**src/rtl/freq_meter_pkg.sv**
```systemverilog
// rtl/freq_meter_pkg.sv - shared FSM state type, default constants and sizing helper for freq_meter
package freq_meter_pkg;

    typedef enum logic [1:0] {
        IDLE = 2'd0,
        GATE = 2'd1,
        DONE = 2'd2
    } state_t;

    localparam int GATE_CYCLES_DEF = 100_000_000;
    localparam int CNT_W_DEF       = 16;

    // Gate counter width; a one-cycle gate still needs a 1-bit counter.
    function automatic int gate_w(input int cycles);
        return (cycles > 1) ? $clog2(cycles) : 1;
    endfunction

endpackage

```
**src/rtl/sync_edge_detect.sv**
```systemverilog
// rtl/sync_edge_detect.sv - 2-FF synchronizer, history register and registered rising-edge pulse
module sync_edge_detect (
    input  logic clk,
    input  logic rst,
    input  logic d_async,
    output logic rise
);

    logic meta;
    logic sync;
    logic hist;

    // Registering the pulse gives a fixed 3-cycle latency from an input rise.
    always_ff @(posedge clk or posedge rst) begin
        if (rst) begin
            meta <= 1'b0;
            sync <= 1'b0;
            hist <= 1'b0;
            rise <= 1'b0;
        end else begin
            meta <= d_async;
            sync <= meta;
            hist <= sync;
            rise <= sync & ~hist;
        end
    end

endmodule

```
**src/rtl/freq_meter.sv**
```systemverilog
// rtl/freq_meter.sv - gated edge counter frequency meter; FREQ_METER_PERIOD_EN adds period_out
module freq_meter
    import freq_meter_pkg::*;
#(
    parameter int GATE_CYCLES = GATE_CYCLES_DEF,
    parameter int CNT_W       = CNT_W_DEF,
    parameter int CONTINUOUS  = 0
) (
    input  logic             clk,
    input  logic             rst,
    input  logic             sig_in,
    input  logic             start,
    output logic             busy,
    output logic [CNT_W-1:0] count_out,
    output logic             count_valid,
    output logic             overflow
`ifdef FREQ_METER_PERIOD_EN
    ,
    output logic [31:0]      period_out
`endif
);

    localparam int GW = gate_w(GATE_CYCLES);
    localparam logic [GW-1:0] GATE_LAST = GW'(GATE_CYCLES - 1);

    state_t           state;
    state_t           state_nxt;
    logic [GW-1:0]    gate_cnt;
    logic [CNT_W-1:0] edge_cnt;
    logic [CNT_W-1:0] edge_nxt;
    logic             ovf_int;
    logic             ovf_nxt;
    logic             rise;
    logic             gate_last;

    sync_edge_detect u_sync (
        .clk     (clk),
        .rst     (rst),
        .d_async (sig_in),
        .rise    (rise)
    );

    assign gate_last = (gate_cnt == GATE_LAST);

    // Saturating edge count; an edge arriving at full scale flags overflow.
    always_comb begin
        edge_nxt = edge_cnt;
        ovf_nxt  = ovf_int;
        if (rise) begin
            if (&edge_cnt) begin
                ovf_nxt = 1'b1;
            end else begin
                edge_nxt = edge_cnt + CNT_W'(1);
            end
        end
    end

    always_comb begin
        state_nxt = state;
        case (state)
            IDLE:    if (start) state_nxt = GATE;
            GATE:    if (gate_last) state_nxt = DONE;
            DONE:    state_nxt = (CONTINUOUS != 0) ? GATE : IDLE;
            default: state_nxt = IDLE;
        endcase
    end

    always_ff @(posedge clk or posedge rst) begin
        if (rst) begin
            state <= IDLE;
        end else begin
            state <= state_nxt;
        end
    end

    always_ff @(posedge clk or posedge rst) begin
        if (rst) begin
            gate_cnt  <= '0;
            edge_cnt  <= '0;
            ovf_int   <= 1'b0;
            count_out <= '0;
            overflow  <= 1'b0;
        end else begin
            case (state)
                IDLE: begin
                    if (start) begin
                        gate_cnt <= '0;
                        edge_cnt <= '0;
                        ovf_int  <= 1'b0;
                    end
                end
                GATE: begin
                    gate_cnt <= gate_last ? '0 : gate_cnt + GW'(1);
                    edge_cnt <= edge_nxt;
                    ovf_int  <= ovf_nxt;
                    // Result includes an edge seen in the final gate cycle.
                    if (gate_last) begin
                        count_out <= edge_nxt;
                        overflow  <= ovf_nxt;
                    end
                end
                DONE: begin
                    // Edges in this cycle belong to neither window.
                    gate_cnt <= '0;
                    edge_cnt <= '0;
                    ovf_int  <= 1'b0;
                end
                default: begin
                    gate_cnt <= '0;
                    edge_cnt <= '0;
                    ovf_int  <= 1'b0;
                end
            endcase
        end
    end

    assign busy        = (state == GATE);
    assign count_valid = (state == DONE);

`ifdef FREQ_METER_PERIOD_EN
    logic [31:0] since_edge;

    // since_edge equals the cycle distance to the previous edge when a new one arrives.
    always_ff @(posedge clk or posedge rst) begin
        if (rst) begin
            since_edge <= '0;
            period_out <= '0;
        end else if (rise) begin
            period_out <= since_edge;
            since_edge <= 32'd1;
        end else if (~&since_edge) begin
            since_edge <= since_edge + 32'd1;
        end
    end
`endif

endmodule
```
**config.mk**
```make
export PLATFORM = sky130hd
export DESIGN_NAME = freq_meter
export DESIGN_NICKNAME = d
export VERILOG_FILES = /design/src/rtl/freq_meter_pkg.sv /design/src/rtl/sync_edge_detect.sv /design/src/rtl/freq_meter.sv
export SDC_FILE = /design/constraint.sdc
export NUM_CORES = 1
export LEC_CHECK = 0
export ABC_AREA = 1
export CAP_MARGIN = 20
export CORE_ASPECT_RATIO = 1.2
export CORE_MARGIN = 2
export CORE_UTILIZATION = 40
export DETAILED_ROUTE_END_ITERATION = 16
export GPL_TIMING_DRIVEN = 0
export HOLD_SLACK_MARGIN = 0.03
export PLACE_DENSITY = 0.61
export SYNTH_ARGS = -nofsm -noshare
export SYNTH_HDL_FRONTEND = slang
export SYNTH_HIERARCHICAL = 1
export SYNTH_SLANG_ARGS = --single-unit
```
**constraint.sdc**
```tcl
create_clock -name clk -period 2.11 [get_ports clk]
set_input_delay 0.422 -clock clk [delete_from_list [all_inputs] [get_ports clk]]
set_output_delay 0.422 -clock clk [all_outputs]
set_load 0.005 [all_outputs]
```
==> results.ini <==
[detailed_routing]
first_iter_violations = 174
routed_via_density = 4.98
drc = 0
routed_wl_um = 9870
ant_nets = 0
num_vias = 3637
wl_per_cell_um = 13.5
drt-pass1-iter-count = 5

[clock_network]
cts_buffers = 9
cts-root-buf = clkbuf_16
cts.path.max_buffers = 2
cts.clk_slew.worst_paths_ns = 0.06
clk_latency_ns = 0.34
cts_num_sinks = 67
htree_levels = 3
tritoncts = done

[synthesis]
synth_cell_types = 34
synth_seq_area_share = 0.423
yosysWarnings = 6
syn_avg_cell_area_um2 = 6.99
synth-seq-cells = 67
async_flop_share = 1.00
syn_inst = 568
syn_nets = 574
syn_area_um2 = 3970
synth-main-ff-cell = dfrtp_1
synth_enable_flop_cells = 0

[sta]
fin_worst_hold_slack_ns = 0.313
fmax_mhz = 511
period_share = 0.927
slew_headroom = 0.514
clock_skew_ns = 0.00670
setup_violations = 0
fin_ws_ns = 0.154
finalMaxSlewViolations = 0
hold_viol = 0
tightest_slew_ns = 0.727
tns_ns = 0
grt_setup_unrepaired = no
min_period_ns = 1.96

[place]
gp_congestion = 0.921
port_buffers = 22
placedCellCount = 714
dp_hpwl_um = 7300
place_area_um2 = 4360
preCtsSetupSlack_ns = -0.201

[power_and_ir_drop]
p_seq_frac = 0.410
irDropWorstVdd_mv = 0.424
switchingPower_mw = 0.925
p_comb_frac = 0.105
intPower_mw = 2.65
p_leak_nw = 2.33
p_sw_frac = 0.259
power.density_nw_per_um2 = 755
pwr-share-clk = 0.485
finalPower_mw = 3.57

[floorplan]
die_w_um = 94.9
ios = 23
start_util = 0.415
die_area_um2 = 10700
core_um2 = 9560
rows = 39
die_h_um = 113

[layout]
final_nets = 609
drive_gt1_frac = 0.0872
layout_common_cells = nand2_1, nor2_1, dfrtp_1, nand3_1, inv_1
fillers = 983
area_delta_synth_final_pct = 19.2
fin_cells = 731
insertedDiodeCount = 0
layout_commonest_cell = nand2_1
final_cell_area_um2 = 4730
finish.utilization = 0.494

[critical_path]
r2r_setup_slack_ns = 0.17
crit_path_top_delay_cell = buf_1
path_cells = clkdlybuf4s50_1, inv_1, nand3_1, inv_1, buf_2, buf_1, nand2_1, nand2_1
worstSetupStartpoint = start
worstSetupEndpoint = edge_cnt[4]$_DFFE_PP0P_
arrival_ns = 2.23
reg2regPathDepth = 11
cp-start-kind = input port
path_max_fanout = 10
cp-end-kind = register
r2r_start = gate_cnt[0]$_DFFE_PP0P_
reg2reg_to = gate_cnt[4]$_DFFE_PP0P_
worst_path_largest_cell_delay_ns = 0.45
worst-setup-path-type = in -> reg
crit_required_ns = 2.38

[global_route]
overflow = 0
grt_util_all_layers = 0.210
grt_max_degree = 35
grt_pass1_wl_um = 17400
grt_pass1_vias = 3625
antenna_found_initial = 0

[min_path]
hold_path_class = in -> async

[flow_run]
drv_cap = 0

[run_status]
status = completed

[flip-flops by register name (all words and copies together) (netlist names)]
name	flops
edge_cnt	16
count_out	16
u_sync/sync	1
state	2
ovf_int	1
u_sync/rise	1
gate_cnt	27
overflow	1
u_sync/meta	1
u_sync/hist	1
[metal layers]
metal | track usage | wire, um | vias to the layer above
met4 | 0.119 | 383 | 0
met1 | 0.245 | 4180 | 1679
met5 | 0 | 0 | -
li1 | - | - | 1871
met3 | 0.0386 | 297 | 26
met2 | 0.359 | 5000 | 61
[final cells by class]
class | count | area, um2 | share of cell area
flip-flops and latches | 67 | 1680 | 0.355
clock buffers | 9 | 225 | 0.0476
inverters | 50 | 193 | 0.0408
plain buffers | 12 | 101 | 0.0214
multi-input cells | 439 | 2020 | 0.426
well taps | 123 | 154 | 0.0325
repair buffers | 24 | 246 | 0.0521
clock inverters | 7 | 116 | 0.0246
[repair_timing]
action | CTS | global route
gates resized for setup | 7 | 0
endpoints found under the setup margin | 1 | 0
hold buffers | 0 | 0
buffers inserted | 1 | 0
[critical path, delay by kind of cell]
kind | cells | cell delay, ns
AND/OR/NAND/NOR | 3 | 0.46
buffers and inverters | 5 | 1.33
[cell families (layout without fill, tap and decap cells)]
group                      count (synthesis)  in the layout  share of synthesized area
and+or+nand+nor                          398            398                      0.440
xor gates and xnor gates                  10             10                     0.0221
DFF                                       67             67                      0.423
AOI/OAI and AO/OA                         29             29                     0.0394
buffers and inverters                     62            102                     0.0700
adders and majority gates                  2              2                    0.00631
[worst min path at each step]
stage / start / to / slack [ns] / cells past startpoint
CTS: rst / u_sync/meta$_DFF_PP0_ / 0.31 / 2
finish: rst / u_sync/sync$_DFF_PP0_ / 0.31 / 2
detailed placement: u_sync/meta$_DFF_PP0_ / u_sync/sync$_DFF_PP0_ / 0.34 / 0
global placement: u_sync/meta$_DFF_PP0_ / u_sync/sync$_DFF_PP0_ / 0.34 / 0
global route: rst / u_sync/sync$_DFF_PP0_ / 0.33 / 2
floorplan: rst / u_sync/hist$_DFF_PP0_ / 0.19 / 1
[power by group through the flow]
stage / logic, mW / registers, mW / clock network, mW
2_1_floorplan: 0.301 / 1.45 / 0
3_3_place_gp: 0.364 / 1.48 / 0
3_5_place_dp: 0.377 / 1.48 / 0
4_1_cts: 0.380 / 1.46 / 1.77
5_1_grt: 0.453 / 1.48 / 1.83
6_report: 0.376 / 1.46 / 1.73
[synth_stat cells, types with 2 or more instances]
library cell | number | area, um2
nand2_1 | 227 | 852
nor2_1 | 69 | 259
dfrtp_1 | 67 | 1680
nand3_1 | 53 | 265
inv_1 | 47 | 176
o21ai_0 | 20 | 100
nand4_1 | 15 | 93.8
nor2_2 | 10 | 62.6
nand3b_1 | 7 | 52.6
xnor2_1 | 5 | 43.8
xor2_1 | 5 | 43.8
buf_2 | 4 | 20.0
clkbuf_1 | 4 | 15.0
nand2_4 | 4 | 45.0
nand2_2 | 3 | 18.8
nor2_4 | 3 | 33.8
nor3_1 | 3 | 15.0
a21oi_1 | 2 | 10.0
ha_1 | 2 | 25.0
o21ai_1 | 2 | 10.0
o21bai_1 | 2 | 15.0
o31ai_1 | 2 | 15.0
No activity file was read; power rests on OpenSTA's default activity.
